<file path="config.mk">
export PLATFORM = sky130hd
export DESIGN_NAME = tri_edge_rasterizer_flat
export DESIGN_NICKNAME = d
export VERILOG_FILES = /design/src/rtl/tri_edge_rasterizer_pkg.sv /design/src/rtl/tri_edge_rasterizer_if.sv /design/src/rtl/tri_edge_rasterizer_line_stepper.sv /design/src/rtl/tri_edge_rasterizer.sv /design/src/flat_wrapper.sv
export SDC_FILE = /design/constraint.sdc
export NUM_CORES = 1
export LEC_CHECK = 0
export CAP_MARGIN = 15
export CORE_MARGIN = 2
export CORE_UTILIZATION = 35
export CTS_CLUSTER_DIAMETER = 200
export DETAILED_ROUTE_END_ITERATION = 10
export GPL_ROUTABILITY_DRIVEN = 0
export GPL_TIMING_DRIVEN = 0
export PLACE_DENSITY = 0.6
export SYNTH_ARGS = -nofsm -noshare
export SYNTH_HDL_FRONTEND = slang
export SYNTH_SLANG_ARGS = --single-unit
</file>
<file path="constraint.sdc">
create_clock -name clk -period 7.78 [get_ports clk]
set_clock_uncertainty 0.2 [all_clocks]
set_input_delay 1.556 -clock clk [delete_from_list [all_inputs] [get_ports clk]]
set_output_delay 1.556 -clock clk [all_outputs]
set_load 0.02 [all_outputs]
</file>
<file path="src/rtl/tri_edge_rasterizer_pkg.sv">
// Shared types for the wireframe rasterizer: vertex/triangle/colour structs,
// coordinate width and the edge-walk state enum.
package defines_package;

    localparam int COORD_W = 12;

    typedef logic signed [COORD_W-1:0] coord_t;

    typedef struct packed {
        coord_t x;
        coord_t y;
        coord_t z;
    } Vertex3D;

    typedef struct packed {
        Vertex3D p;
        Vertex3D q;
        Vertex3D r;
    } Triangle3D;

    typedef struct packed {
        logic [7:0] r;
        logic [7:0] g;
        logic [7:0] b;
    } Color;

    // Screen-space point; depth is dropped as soon as a triangle is accepted.
    typedef struct packed {
        coord_t x;
        coord_t y;
    } point_t;

    typedef enum logic [2:0] {
        IDLE,
        SETUP0,
        EDGE0,
        SETUP1,
        EDGE1,
        SETUP2,
        EDGE2,
        FIN
    } rast_state_t;

    function automatic point_t to_point(input Vertex3D v);
        return '{x: v.x, y: v.y};
    endfunction

endpackage

</file>
<file path="src/rtl/tri_edge_rasterizer_if.sv">
// Triangle-in / framebuffer-write-out bundle of the rasterizer; master is the
// rasterizer side, slave is the setup stage plus framebuffer side.
interface tri_edge_rasterizer_if #(
    parameter int PIX_W  = 1,
    parameter int ADDR_W = 17
);
    import defines_package::*;

    Triangle3D          itriangle;
    Color               icolor;
    logic               tri_ready;
    logic               tri_read;
    logic               fb_ready;
    logic               write_en;
    logic [PIX_W-1:0]   wr_data;
    logic [ADDR_W-1:0]  addr;
    logic               done;
    logic               busy;

    modport master (
        input  itriangle, icolor, tri_ready, fb_ready,
        output tri_read, write_en, wr_data, addr, done, busy
    );

    modport slave (
        output itriangle, icolor, tri_ready, fb_ready,
        input  tri_read, write_en, wr_data, addr, done, busy
    );

endinterface

</file>
<file path="src/rtl/tri_edge_rasterizer_line_stepper.sv">
// Integer Bresenham stepper for one edge; reloaded by the top for each edge.
// at_end flags that the next step lands on the (exclusive) end vertex.
module line_stepper
    import defines_package::*;
(
    input  logic   clk,
    input  logic   n_rst,
    input  logic   load,
    input  logic   advance,
    input  point_t from_pt,
    input  point_t to_pt,
    output coord_t cur_x,
    output coord_t cur_y,
    output logic   at_end
);

    localparam int DW = COORD_W + 1;
    localparam int EW = COORD_W + 2;
    localparam coord_t ONE = coord_t'(1);

    coord_t                x_q, y_q;
    point_t                end_q;
    logic signed [DW-1:0]  dx_q, dy_q;
    logic signed [EW-1:0]  err_q;
    logic                  sx_neg_q, sy_neg_q;

    logic signed [DW-1:0]  ddx, ddy, dx_ld, dy_ld;
    logic signed [EW:0]    e2;
    logic                  step_x, step_y;
    coord_t                x_nxt, y_nxt;
    logic signed [EW-1:0]  err_nxt;

    always_comb begin
        ddx   = DW'($signed(to_pt.x)) - DW'($signed(from_pt.x));
        ddy   = DW'($signed(to_pt.y)) - DW'($signed(from_pt.y));
        dx_ld = ddx[DW-1] ? -ddx : ddx;
        // dy is held as a negative magnitude so both step tests share err.
        dy_ld = ddy[DW-1] ? ddy : -ddy;
    end

    always_comb begin
        e2      = {err_q, 1'b0};
        step_x  = e2 >= (EW+1)'(dy_q);
        step_y  = e2 <= (EW+1)'(dx_q);
        x_nxt   = x_q;
        y_nxt   = y_q;
        err_nxt = err_q;
        if (step_x) begin
            x_nxt   = sx_neg_q ? x_q - ONE : x_q + ONE;
            err_nxt = err_nxt + EW'(dy_q);
        end
        if (step_y) begin
            y_nxt   = sy_neg_q ? y_q - ONE : y_q + ONE;
            err_nxt = err_nxt + EW'(dx_q);
        end
        at_end = (x_nxt == end_q.x) && (y_nxt == end_q.y);
    end

    // NOTE: state registers use non-blocking assignments so every register
    // samples the pre-edge values of the others.
    always_ff @(posedge clk or negedge n_rst) begin
        if (!n_rst) begin
            x_q      <= '0;
            y_q      <= '0;
            end_q    <= '0;
            dx_q     <= '0;
            dy_q     <= '0;
            err_q    <= '0;
            sx_neg_q <= 1'b0;
            sy_neg_q <= 1'b0;
        end else if (load) begin
            x_q      <= from_pt.x;
            y_q      <= from_pt.y;
            end_q    <= to_pt;
            dx_q     <= dx_ld;
            dy_q     <= dy_ld;
            err_q    <= EW'(dx_ld) + EW'(dy_ld);
            sx_neg_q <= ddx[DW-1];
            sy_neg_q <= ddy[DW-1];
        end else if (advance) begin
            x_q   <= x_nxt;
            y_q   <= y_nxt;
            err_q <= err_nxt;
        end
    end

    assign cur_x = x_q;
    assign cur_y = y_q;

endmodule

</file>
<file path="src/rtl/tri_edge_rasterizer.sv">
// Wireframe triangle rasterizer: walks p->q->r->p emitting one framebuffer write
// per pixel under fb_ready backpressure. Define RAST_CLIP_EN to suppress off-screen writes.
module tri_edge_rasterizer
    import defines_package::*;
#(
    parameter int SCREEN_W = 320,
    parameter int SCREEN_H = 240,
    parameter int PIX_W    = 1,
    parameter int ADDR_W   = $clog2(SCREEN_W * SCREEN_H)
) (
    input  logic                  clk,
    input  logic                  n_rst,
    tri_edge_rasterizer_if.master bus
);

    rast_state_t state_q, state_d;
    point_t      p_q, q_q, r_q;
    logic        pt_written_q;

    point_t      seg_from, seg_to;
    logic        accept, load, advance, step, write_en, done;
    logic        seg_zero, degen, on_screen, at_end;
    coord_t      cur_x, cur_y;

    assign accept = (state_q == IDLE) && bus.tri_ready;

    always_comb begin
        seg_from = p_q;
        seg_to   = q_q;
        case (state_q)
            SETUP1:  begin seg_from = q_q; seg_to = r_q; end
            SETUP2:  begin seg_from = r_q; seg_to = p_q; end
            default: ;
        endcase
    end

    assign seg_zero = (seg_from == seg_to);
    assign degen    = (p_q == q_q) && (q_q == r_q);

`ifdef RAST_CLIP_EN
    localparam coord_t X_LIM = coord_t'(SCREEN_W);
    localparam coord_t Y_LIM = coord_t'(SCREEN_H);
    assign on_screen = !cur_x[COORD_W-1] && (cur_x < X_LIM) &&
                       !cur_y[COORD_W-1] && (cur_y < Y_LIM);
`else
    assign on_screen = 1'b1;
`endif

    // NOTE: every output of this block gets a default first, so no branch
    // can leave one unassigned and infer a latch.
    always_comb begin
        state_d  = state_q;
        load     = 1'b0;
        write_en = 1'b0;
        advance  = 1'b0;
        done     = 1'b0;
        case (state_q)
            IDLE:   if (bus.tri_ready) state_d = SETUP0;
            SETUP0: begin load = 1'b1; state_d = seg_zero ? SETUP1 : EDGE0; end
            SETUP1: begin load = 1'b1; state_d = seg_zero ? SETUP2 : EDGE1; end
            SETUP2: begin load = 1'b1; state_d = seg_zero ? FIN    : EDGE2; end
            EDGE0, EDGE1, EDGE2: begin
                // Clipped pixels still take one cycle but never wait on the framebuffer.
                write_en = on_screen;
                advance  = on_screen ? bus.fb_ready : 1'b1;
                if (advance && at_end) begin
                    case (state_q)
                        EDGE0:   state_d = SETUP1;
                        EDGE1:   state_d = SETUP2;
                        default: state_d = FIN;
                    endcase
                end
            end
            FIN: begin
                if (degen && !pt_written_q) begin
                    write_en = on_screen;
                    advance  = on_screen ? bus.fb_ready : 1'b1;
                end else begin
                    done    = 1'b1;
                    state_d = IDLE;
                end
            end
            default: state_d = IDLE;
        endcase
    end

    // The single-point write in FIN must not move the stepper off p.
    assign step = advance && (state_q != FIN);

    always_ff @(posedge clk or negedge n_rst) begin
        if (!n_rst) begin
            state_q      <= IDLE;
            p_q          <= '0;
            q_q          <= '0;
            r_q          <= '0;
            pt_written_q <= 1'b0;
        end else begin
            state_q      <= state_d;
            pt_written_q <= (state_q == FIN) && (pt_written_q || advance);
            if (accept) begin
                p_q <= to_point(bus.itriangle.p);
                q_q <= to_point(bus.itriangle.q);
                r_q <= to_point(bus.itriangle.r);
            end
        end
    end

    line_stepper u_stepper (
        .clk     (clk),
        .n_rst   (n_rst),
        .load    (load),
        .advance (step),
        .from_pt (seg_from),
        .to_pt   (seg_to),
        .cur_x   (cur_x),
        .cur_y   (cur_y),
        .at_end  (at_end)
    );

    if (PIX_W == 24) begin : g_rgb
        Color col_q;
        always_ff @(posedge clk or negedge n_rst) begin
            if (!n_rst)      col_q <= '0;
            else if (accept) col_q <= bus.icolor;
        end
        assign bus.wr_data = {col_q.r, col_q.g, col_q.b};
    end else begin : g_mono
        // Ink is 0 on a background of 1s.
        assign bus.wr_data = '0;
    end

    assign bus.addr     = ADDR_W'($unsigned(cur_y)) * ADDR_W'(SCREEN_W) + ADDR_W'($unsigned(cur_x));
    assign bus.write_en = write_en;
    assign bus.tri_read = (state_q == SETUP0);
    assign bus.done     = done;
    assign bus.busy     = (state_q != IDLE);

endmodule
</file>
<file path="src/flat_wrapper.sv">
// flat-port wrapper written by rule: the top's interface ports become plain ports
module tri_edge_rasterizer_flat import defines_package::*;
#(
    parameter int SCREEN_W = 320,
    parameter int SCREEN_H = 240,
    parameter int PIX_W    = 1,
    parameter int ADDR_W   = $clog2(SCREEN_W * SCREEN_H)
)
  (clk, n_rst, bus_itriangle, bus_icolor, bus_tri_ready, bus_fb_ready, bus_tri_read, bus_write_en, bus_wr_data, bus_addr, bus_done, bus_busy);
  tri_edge_rasterizer_if #(.PIX_W(PIX_W), .ADDR_W(ADDR_W)) bus_i ();
  input  logic clk;
  input  logic n_rst;
  input wire logic [$bits(bus_i.itriangle)-1:0] bus_itriangle;
  input wire logic [$bits(bus_i.icolor)-1:0] bus_icolor;
  input wire logic [$bits(bus_i.tri_ready)-1:0] bus_tri_ready;
  input wire logic [$bits(bus_i.fb_ready)-1:0] bus_fb_ready;
  output wire logic [$bits(bus_i.tri_read)-1:0] bus_tri_read;
  output wire logic [$bits(bus_i.write_en)-1:0] bus_write_en;
  output wire logic [$bits(bus_i.wr_data)-1:0] bus_wr_data;
  output wire logic [$bits(bus_i.addr)-1:0] bus_addr;
  output wire logic [$bits(bus_i.done)-1:0] bus_done;
  output wire logic [$bits(bus_i.busy)-1:0] bus_busy;
  assign bus_i.itriangle = bus_itriangle;
  assign bus_i.icolor = bus_icolor;
  assign bus_i.tri_ready = bus_tri_ready;
  assign bus_i.fb_ready = bus_fb_ready;
  assign bus_tri_read = bus_i.tri_read;
  assign bus_write_en = bus_i.write_en;
  assign bus_wr_data = bus_i.wr_data;
  assign bus_addr = bus_i.addr;
  assign bus_done = bus_i.done;
  assign bus_busy = bus_i.busy;
  tri_edge_rasterizer #(.SCREEN_W(SCREEN_W), .SCREEN_H(SCREEN_H), .PIX_W(PIX_W), .ADDR_W(ADDR_W)) u_core (.clk(clk), .n_rst(n_rst), .bus(bus_i));
endmodule
</file>
# After elaboration in Yosys (flattened, before gate mapping)
# Cells that the tools add are included.
# classes
n_addsub,12
mul,1
order_cmp,2
n_eq_ne,16
n_mux,31
n_reduce_logical,15
# ops
cell,n
$mux W12,8
$pmux W24 S2,2
$eq A24 B24 Y1,3
$mux W14,4
$add A14 B13 Y14,2
$mux W13,2
$neg A13 Y13,2
$sub A12 B12 Y13,2
$add A12 B2 Y12 const B,2
$eq A12 B12 Y1,2
$sub A12 B2 Y12 const B,2
$pmux W3 S6,1
$add A17 B12 Y17,1
$ge A15 B13 Y1,1
$le A15 B13 Y1,1
$add A13 B13 Y14,1
$eq A3 B3 Y1 const B,4
$mul A12 B3 Y11 const B,1
$mux W3,3
$mux W1,8
$logic_and A1 B1 Y1,7
$eq A3 B2 Y1 const B,2
$pmux W3 S2,1
$reduce_or A3 Y1,2
11 further kinds,13
# word_totals
regBits,166
in_bits,136
elab_cells,94

# Depth between registers and ports, before layout
# Gate-level depths: netlist of run 1.
# depth
ltp_word,8
depth_mapped,35

# Modules after synthesis
# From an unflattened synthesis of run 1, not the netlist that was laid out.
# unflattened
cells_unflattened,1823
area_unflattened_um2,15377.2
# by_module_without_submodules
mod,instances,cells_each,area_each_um2
line_stepper,1,1088,9241.4
tri_edge_rasterizer,1,735,6135.9

# Least setup slack after synthesis of run 1
# No wires, ideal clock.
# synth_timing
path_type,register to register
from,register u_core.state_q[2]
to,register u_core.u_stepper.err_q[12]
setup_ns,0.142
arrival_ns,5.842
t_required_ns,7.438
path_slack_ns,1.596
stages_incl_launch_ff,33
path_buffers,5
period_less_slack_ns,6.184
cell_sequence,dfrtp_1 -> buf_4 -> buf_6 -> nand2b_1 -> clkbuf_1 -> buf_1 -> o22ai_1 -> nand2_1 -> o221ai_1 -> ha_1 -> inv_1 -> ha_1 -> nor3_1 -> a221oi_2 -> a21oi_1 -> or2_2 -> a41oi_1 -> clkbuf_1 -> o21ai_0 -> fa_1 -> a21oi_1 -> nor2_1 -> nor2_1 -> o21bai_1 -> a21oi_1 -> o21bai_1 -> a21oi_1 -> o21bai_1 -> a21oi_1 -> o21bai_1 -> a21oi_1 -> xor2_1 -> o221ai_1
# synth_via
elab_chain_cells,7
word_cells_on_any_way,24
cone_classes,5 x add/sub; 8 x eq/ne; 7 x mux; 4 x reduce/logical
# synth_rtl
item,line_no,text
from (decl),tri_edge_rasterizer.sv:16,"rast_state_t state_q, state_d;"
from (signal assigned),tri_edge_rasterizer.sv:98,state_q <= state_d;
$eq A3 B3 Y1 / $eq A3 B2 Y1 (equally long branches),tri_edge_rasterizer.sv:30,case (state_q)
$pmux W24 S2,tri_edge_rasterizer.sv:30,
$sub A12 B12 Y13 (*),tri_edge_rasterizer_line_stepper.sv:35,ddy = DW'($signed(to_pt.y)) - DW'($signed(from_pt.y));
$neg A13 Y13,tri_edge_rasterizer_line_stepper.sv:38,dy_ld = ddy[DW-1] ? ddy : -ddy;
$mux W13 (*),tri_edge_rasterizer_line_stepper.sv:38,
net u_core.u_stepper.dy_ld[1],tri_edge_rasterizer_line_stepper.sv:27,"logic signed [DW-1:0] ddx, ddy, dx_ld, dy_ld;"
$add A13 B13 Y14 (*),tri_edge_rasterizer_line_stepper.sv:77,err_q <= EW'(dx_ld) + EW'(dy_ld);
$mux W14 (*),tri_edge_rasterizer_line_stepper.sv:71,end else if (load) begin
to (signal assigned),tri_edge_rasterizer_line_stepper.sv:77,
to (signal assigned),tri_edge_rasterizer_line_stepper.sv:83,err_q <= err_nxt;
to (decl),tri_edge_rasterizer_line_stepper.sv:24,logic signed [EW-1:0] err_q;
# Mark *: on every way through the listed nets, which the timed path passes. The rest lies on a longest branch.
# A chain may end at the register's enable or synchronous reset.

# Worst setup path in the final report of run 1
# Same ends and word-level chain as after synthesis.

==> flow_summary.yaml, run 1 <==
placement:
  place_ws_ps: -207
  placedCellCount: 2406
  io_buffers: 96
  dp_hpwl_um: 40600
setup_path:
  crit_arrival_ps: 7480
  startpoint_type: "register"
  slowest_delay_ps: 430
  path_max_fanout: 10
  cp-end-kind: "register"
  r2r_cells: 34
  slowest_stage: "dfrtp_1"
  timing.rr.end: "u_core.u_stepper.err_q[12]$_DFFE_PN0P_"
  required_ps: 7880
  crit_top_cell: "a21oi_1"
  timing.rr.start: "u_core.state_q[2]$_DFFE_PN0P_"
  critPathKind: "register to register"
  regToRegSetupSlack_ps: 400
floorplan:
  die_x_um: 212
  die_h_um: 212
  core_area_mm2: 0.0429
  fp-row-count: 76
  io_pins: 158
  initial_core_util_pct: 35.2
  die-area_mm2: 0.0448
timing:
  max_freq_ghz: 0.135
  hold_viol_final: 0
  hold-worst-slack_ps: 304
  finalWorstSetupSlack_ps: 399
  worst_pin_slew_ps: 1100
  period_share_pct: 94.9
  fin_crit_ps: 7380
  grt_setup_unrepaired: "no"
  slew_headroom_pct: 26.1
  slew_viol_final: 0
  setup_viol: 0
route:
  vias_per_cell: 5.73
  routed_wl_um: 51300
  drtIter0Drc: 1403
  dr.pass1.iters: 5
  vias: 14000
  drc: 0
  wl_per_cell_um: 21.1
  ant_nets: 0
clock_network:
  clk_latency_ps: 460
  clock-sinks: 166
  clockBufferDepth: 2
  cts-root-buf: "clkbuf_16"
  cts_buffers: 17
  htreeDepth: 4
  cts_tree: "built"
  ctsHoldBuffers: 0
  clkTransAtPathRegs_ps: 80
global_route:
  grt_max_degree: 97
  grt-ovfl-total: 0
  antenna_found_initial: 0
  groute.usage.overall_pct: 23.2
  grt_first_pass_wirelength_um: 79900
  first_global_vias: 14000
worst_hold_path:
  min_from: "u_core.u_stepper.end_q[1]$_DFFE_PN0N_"
  hold_depth: 1
  holdPathEnd: "u_core.u_stepper.end_q[1]$_DFFE_PN0N_"
  hold_path.class: "register to register"
outcome:
  run_status: "finished clean"
logic_synthesis:
  synthTopCellsByCount: "dfrtp_1 (166), nand2_1 (152), ha_1 (128)"
  synthAdderAreaFrac_pct: 11.5
  syn-num-nets: 1995
  synthMuxAreaShare_pct: 7.21
  syn_area_mm2: 0.0151
  synth_edf_count: 0
  synth.distinct_cells: 105
  synth_ff_type: "dfrtp_1"
  ys_warn_count: 0
  avgSynthCellArea_um2: 8.76
  synthCells: 1724
  yosys.area.top_type_share_pct: 27.5
  synth_top_family_by_area: "compound AO/OA/AOI/OAI gates"
  synth_area_leaders: "dfrtp_1 (27%), ha_1 (11%), mux2_2 (5.6%), xnor2_1 (5.2%), a21oi_1 (3.9%)"
  yosys.area.top_type: "dfrtp_1"
  synth_seq_cells: 166
  yosys.area_share.simple_pct: 14.7
  synth_xor_area_share_pct: 9.09
  synth.most_common_cell: "dfrtp_1"
  synth_compound_area_share_pct: 24.0
  seq_area_frac_synth_pct: 27.5
  synthArstFlopShare_pct: 100
final_layout:
  drive_gt1_share_pct: 10.1
  diodes: 0
  fin_cells: 2438
  fill_cells: 4315
  layout.nets: 2111
  area_growth_pct: 15.6
flow_run:
  max_cap_violations: 0
stage by stage:
stage                     setup TNS, ps  instance area, um2  util [%]
after floorplan                       0               15100         -
after global placement          -349910               16800      39.2
after detailed placement           -221               16800      39.3
after CTS                             0               17400      40.7
after global routing                  0               17500      40.7
final                                 0               17500      40.7
worst max-delay path by stage:
stage	slack (ps)	to	start
final	400	u_core.u_stepper.err_q[12]$_DFFE_PN0P_	u_core.state_q[2]$_DFFE_PN0P_
after global routing	50	u_core.u_stepper.err_q[12]$_DFFE_PN0P_	u_core.state_q[2]$_DFFE_PN0P_
after CTS	30	u_core.u_stepper.err_q[12]$_DFFE_PN0P_	u_core.state_q[2]$_DFFE_PN0P_
after detailed placement	-210	u_core.u_stepper.err_q[12]$_DFFE_PN0P_	u_core.state_q[2]$_DFFE_PN0P_
after global placement	-2130	u_core.u_stepper.err_q[3]$_DFFE_PN0P_	n_rst
after floorplan	1600	u_core.u_stepper.err_q[12]$_DFFE_PN0P_	u_core.state_q[2]$_DFFE_PN0P_
cells by family after synthesis:
family                     after synthesis
AOI/OAI and AO/OA                      530
and+or+nand+nor                        429
buffers and inverters                  214
DFF                                    166
xor gates and xnor gates               150
adders and majority gates              135
muxes                                   99
other                                    1
registers in the layout, indices dropped and copies added, names as in the netlist:
name                       count
u_core.u_stepper.cur_x        12
u_core.u_stepper.end_q        24
u_core.u_stepper.dx_q         13
u_core.u_stepper.sx_neg_q      1
u_core.u_stepper.sy_neg_q      1
u_core.pt_written_q            1
u_core.state_q                 3
u_core.u_stepper.cur_y        12
u_core.r_q                    24
u_core.p_q                    24
u_core.q_q                    24
u_core.u_stepper.dy_q         13
u_core.u_stepper.err_q        14
worst max-delay path, delay by kind of cell (launching register included):
kind | cells | cell delay [ps]
AO/OA/AOI/OAI | 14 | 2490
buffers and inverters | 8 | 1600
AND/OR/NAND/NOR | 7 | 1030
adder cells (fa/ha/maj) | 3 | 920
XOR/XNOR | 2 | 560
flip-flops | 1 | 430
layout make-up:
| cell class | count | area [um2] | share of cell area (%) |
|---|---|---|---|
| timing repair buffer | 99 | 1010 | 5.78 |
| clock inverter | 15 | 184 | 1.05 |
| multi-input combinational | 1344 | 10100 | 57.6 |
| clock buffer | 17 | 425 | 2.44 |
| tap | 585 | 732 | 4.19 |
| sequential | 166 | 4150 | 23.8 |
| buffer | 102 | 493 | 2.82 |
| inverter | 110 | 413 | 2.36 |
placed cells by master (no fill, tap or decap), drive strengths merged, types with 8 or more instances in the layout:
master / count
clkbuf: 90
inv: 119
a221o: 13
and3: 20
nand4: 13
a21oi: 119
o22ai: 69
a31oi: 11
xnor2: 90
a221oi: 8
dfrtp: 166
a32oi: 9
o21bai: 31
a22oi: 8
or3: 14
ha: 128
nand2: 152
a21o: 27
nor2b: 21
o21a: 10
nand3b: 11
nor2: 64
nor3: 36
o32ai: 10
nand2b: 20
a211oi: 8
o221ai: 40
mux2i: 23
buf: 33
mux2: 76
clkdlybuf4s50: 95
xor2: 57
nand3: 28
o31ai: 9
o21ai: 117
routing by layer:
metal  up-vias  share of wire, %  track usage (%)
li1       6556                 -                -
met3       119               6.4             3.17
met5         -                 0                0
met4         0               4.3             10.2
met1      6749                43             29.8
met2       554                47             38.7
repair_timing:
item	CTS	global route
resized for setup	3	12
setup buffers	0	2
pin swaps	0	1
setup endpoints to repair	2	5
gates cloned	0	0
Power of run 1 is left out: the tool's default activity adds up to more than one toggle a clock period on the data nets, which glitch-free logic cannot reach.
==> run 2: changes to the inputs <==
clock period = 8.62 ns   (was 7.78 ns; I/O delays follow)
==> run 2 against run 1 <==
  * Utilization is essentially flat
  * Sequential share of layout area about the same
  * Wire length increased by 0.11%
==> flow_summary.yaml, run 2 (synthesis results as in run 1) <==
timing:
  worst_pin_slew_ps: 1180
  setup_viol: 0
  fin_crit_ps: 8010
  period_share_pct: 92.9
  grt_setup_unrepaired: "no"
  slew_viol_final: 0
  max_freq_ghz: 0.125
  slew_headroom_pct: 20.2
  hold-worst-slack_ps: 304
  hold_viol_final: 0
route:
  vias_per_cell: 5.76
  ant_nets: 0
  routed_wl_um: 51400
  drtIter0Drc: 1305
  drc: 0
  dr.pass1.iters: 6
  vias: 14000
  wl_per_cell_um: 21.1
placement:
  io_buffers: 96
  placedCellCount: 2406
  dp_hpwl_um: 40600
clock_network:
  htreeDepth: 4
  ctsHoldBuffers: 0
  clkTransAtPathRegs_ps: 80
  clock-sinks: 166
  clk_latency_ps: 460
  cts-root-buf: "clkbuf_16"
  post_cts_buffers: 0
  cts_buffers: 17
  cts_resized: 0
  cts_tree: "built"
  clockBufferDepth: 2
setup_path:
  regToRegSetupSlack_ps: 610
  timing.rr.start: "u_core.state_q[2]$_DFFE_PN0P_"
  r2r_cells: 32
  startpoint_type: "register"
  crit_top_cell: "a21oi_1"
  critPathKind: "register to register"
  slowest_delay_ps: 520
  cp-end-kind: "register"
  crit_arrival_ps: 8110
  path_buf_inv: 6
  path_max_fanout: 10
  path_delay_family: "compound AO/OA/AOI/OAI gates"
  required_ps: 8720
  slowest_stage: "fa_1"
  timing.rr.end: "u_core.u_stepper.err_q[12]$_DFFE_PN0P_"
global_route:
  grt_first_pass_wirelength_um: 79900
  grt-ovfl-total: 0
  groute.usage.overall_pct: 23.2
  first_global_vias: 14000
  grt_max_degree: 97
  antenna_found_initial: 0
final_layout:
  layout_common_cells: "dfrtp_1 (166), nand2_1 (152), ha_1 (128), a21oi_1 (118), o21ai_0 (110)"
  seq_area_mm2: 0.00415
  fill_cells: 4314
  final_common_cell: "dfrtp_1"
  drive_gt1_share_pct: 9.55
  fin_cells: 2438
  layout.nets: 2111
  area_growth_pct: 15.5
  diodes: 0
  multiInputGateArea_mm2: 0.0101
floorplan:
  die_h_um: 212
  die_x_um: 212
  fp-row-count: 76
  io_pins: 158
  initial_core_util_pct: 35.2
  core_area_mm2: 0.0429
  die-area_mm2: 0.0448
worst_hold_path:
  hold_path.class: "register to register"
  min_from: "u_core.u_stepper.end_q[1]$_DFFE_PN0N_"
  holdPathEnd: "u_core.u_stepper.end_q[1]$_DFFE_PN0N_"
  hold_depth: 1
flow_run:
  max_cap_violations: 0
outcome:
  run_status: "finished clean"
run 2: cell count changes in the layout (fill, tap and decap cells not counted):
| cell | delta |
|---|---|
| clkbuf_1 | +8 |
| a31o_2 | -1 |
| o21ai_0 | +1 |
| o21ai_1 | -1 |
| a31o_1 | +1 |
| clkbuf_2 | -7 |
| buf_4 | -2 |
| buf_1 | +2 |
| buf_2 | -1 |
run 2: area by class of cell:
type	instances	share of cell area, %
repair buffers	97	5.70
flip-flops and latches	166	23.8
plain buffers	104	2.81
clock inverters	15	1.05
well taps	585	4.20
multi-input cells	1344	57.6
clock buffers	17	2.44
inverters	110	2.37
run 2: routing by layer:
layer  up-vias  wire (um)  global-route usage [%]
met1      6756      22000                    29.8
met3       120       3230                    3.17
li1       6567          -                       -
met4         0       2260                    10.2
met5         -          0                       0
met2       603      23900                    38.7
run 2: worst max path at each step:
stage	start	endpoint	slack (ps)	cells past startpoint
2_1_floorplan	u_core.state_q[2]$_DFFE_PN0P_	u_core.u_stepper.err_q[12]$_DFFE_PN0P_	2440	32
3_3_place_gp	n_rst	u_core.u_stepper.err_q[3]$_DFFE_PN0P_	-1460	1
3_5_place_dp	u_core.state_q[2]$_DFFE_PN0P_	u_core.u_stepper.err_q[12]$_DFFE_PN0P_	630	32
4_1_cts	u_core.state_q[2]$_DFFE_PN0P_	u_core.u_stepper.err_q[12]$_DFFE_PN0P_	620	32
5_1_grt	u_core.state_q[2]$_DFFE_PN0P_	u_core.u_stepper.err_q[12]$_DFFE_PN0P_	180	32
6_report	u_core.state_q[2]$_DFFE_PN0P_	u_core.u_stepper.err_q[12]$_DFFE_PN0P_	610	32
run 2: stage by stage:
stage	util, %	setup WS (ps)	setup TNS, ps	area, um2
floorplan	-	2440	0	15100
global placement	39.2	-1460	-238300	16800
detailed placement	39.3	633	0	16800
CTS	40.7	616	0	17400
global route	40.7	179	0	17400
finish	40.7	610	0	17400
Power of run 2 is left out for the same reason.
==> run 3: changes to the inputs <==
CORE_MARGIN = 3   (was 2)
==> run 3 against run 2 <==
  * Maximum frequency shrank 2.2%
  * Via count grew 0.68%
  * First-iteration DRC count grew 8.0%
  * Non-clock buffer count is the same
  * Setup slack lost 180 ps
  * Highest routed layer unchanged
  * Worst hold slack lost 2.5 ps
  * Global-route usage shrank 0.89 points
  * Critical path depth is the same
  * Wire length shrank 0.36%
  * Register-to-register slack lost 180 ps
  * Cell area shrank 0.14%
==> flow_summary.yaml, run 3 (synthesis results as in run 1) <==
global_route:
  grt_max_degree: 98
  groute.usage.overall_pct: 22.3
  grt_first_pass_wirelength_um: 78400
  antenna_found_initial: 0
  grt-ovfl-total: 0
  first_global_vias: 13900
final_layout:
  fin_cells: 2430
  layout_common_cells: "dfrtp_1 (166), nand2_1 (152), ha_1 (128), a21oi_1 (118), o21ai_0 (110)"
  final_common_cell: "dfrtp_1"
  layout.nets: 2111
  seq_area_mm2: 0.00415
  design_area_mm2: 0.0174
  multiInputGateArea_mm2: 0.0101
  fill_cells: 4231
  drive_gt1_share_pct: 9.44
  diodes: 0
  area_growth_pct: 15.3
route:
  drc: 0
  wl_per_cell_um: 21.1
  dr.pass1.iters: 6
  vias: 14100
  vias_per_cell: 5.82
  drtIter0Drc: 1410
  ant_nets: 0
  routed_wl_um: 51200
worst_hold_path:
  hold_path.class: "register to register"
  min_from: "u_core.u_stepper.end_q[0]$_DFFE_PN0N_"
clock_network:
  clockBufferDepth: 2
  cts_buffers: 17
  ctsHoldBuffers: 0
  post_cts_buffers: 0
  htreeDepth: 4
  clkTransAtPathRegs_ps: 80
  clk_latency_ps: 460
  clock-sinks: 166
  cts-root-buf: "clkbuf_16"
  cts_resized: 0
  cts_tree: "built"
flow_run:
  max_cap_violations: 0
timing:
  hold_viol_final: 0
  max_freq_ghz: 0.122
  slew_viol_final: 0
  fin_crit_ps: 8190
  grt_setup_unrepaired: "no"
  period_share_pct: 95.0
  worst_pin_slew_ps: 1120
  finalWorstSetupSlack_ps: 433
  hold-worst-slack_ps: 302
  slew_headroom_pct: 24.4
  setup_viol: 0
placement:
  io_buffers: 96
  dp_hpwl_um: 40700
  dpl_cell_area_mm2: 0.0168
  place_ws_ps: 711
  placedCellCount: 2398
setup_path:
  path_delay_family: "compound AO/OA/AOI/OAI gates"
  path_buf_inv: 6
  startpoint_type: "register"
  slowest_stage: "fa_1"
  path_max_fanout: 10
  critPathKind: "register to register"
  timing.rr.start: "u_core.state_q[2]$_DFFE_PN0P_"
  cp-end-kind: "register"
  crit_top_cell: "a21oi_1"
  slowest_delay_ps: 520
  critPathLaunch: "u_core.state_q[2]$_DFFE_PN0P_"
  crit_arrival_ps: 8300
  required_ps: 8730
floorplan:
  core_area_mm2: 0.0423
  initial_core_util_pct: 35.7
  io_pins: 158
  die_h_um: 214
  die-area_mm2: 0.0457
  fp-row-count: 75
  die_x_um: 214
outcome:
  run_status: "finished clean"
[run 3: per-stage QoR]
stage / setup TNS, ps / utilization [%]
final: 0 / 41.2
after floorplan: 0 / -
after global routing: 0 / 41.2
after detailed placement: 0 / 39.8
after global placement: -243470 / 39.7
after CTS: 0 / 41.2
[run 3: area by class of cell]
class                      instances  share of cell area, %
timing repair buffer              97                   5.70
sequential                       166                   23.8
clock inverter                    12                  0.804
tap                              577                   4.14
clock buffer                      20                   2.62
inverter                         110                   2.37
buffer                           104                   2.81
multi-input combinational       1344                   57.7
[run 3: layer usage]
layer  track usage (%)  share of wire [%]  routed length, um  vias up
li1                  -                  -                  -     6569
met1              28.6                 42              21700     6841
met2              36.7                 46              23800      596
met4              10.3                4.9               2510        0
met5                 0                  0                  0        -
met3              3.79                6.4               3280      136
[run 3: path summary, 6_finish.rpt]
kind	end	slack [ps]	cells after the start
max in group asynchronous	u_core.u_stepper.dx_q[1]$_DFFE_PN0N_	6310	2
worst max-delay path	u_core.u_stepper.err_q[12]$_DFFE_PN0P_	430	32
worst min-delay path	u_core.u_stepper.end_q[0]$_DFFE_PN0N_	300	2
min in group asynchronous	u_core.q_q[5]$_DFFE_PN0P_	1010	1
worst min register to register	u_core.u_stepper.end_q[0]$_DFFE_PN0N_	300	2
worst max register to register	u_core.u_stepper.err_q[12]$_DFFE_PN0P_	430	32
[run 3: worst register-to-register path, delay by kind of cell, from the launching register on]
family	cells	cell delay [ps]
flops	1	440
simple gates	6	970
compound gates	16	3380
xor+xnor	1	170
fa+ha+maj	3	1110
buf+inv	6	1750
Power of run 3 is left out for the same reason.
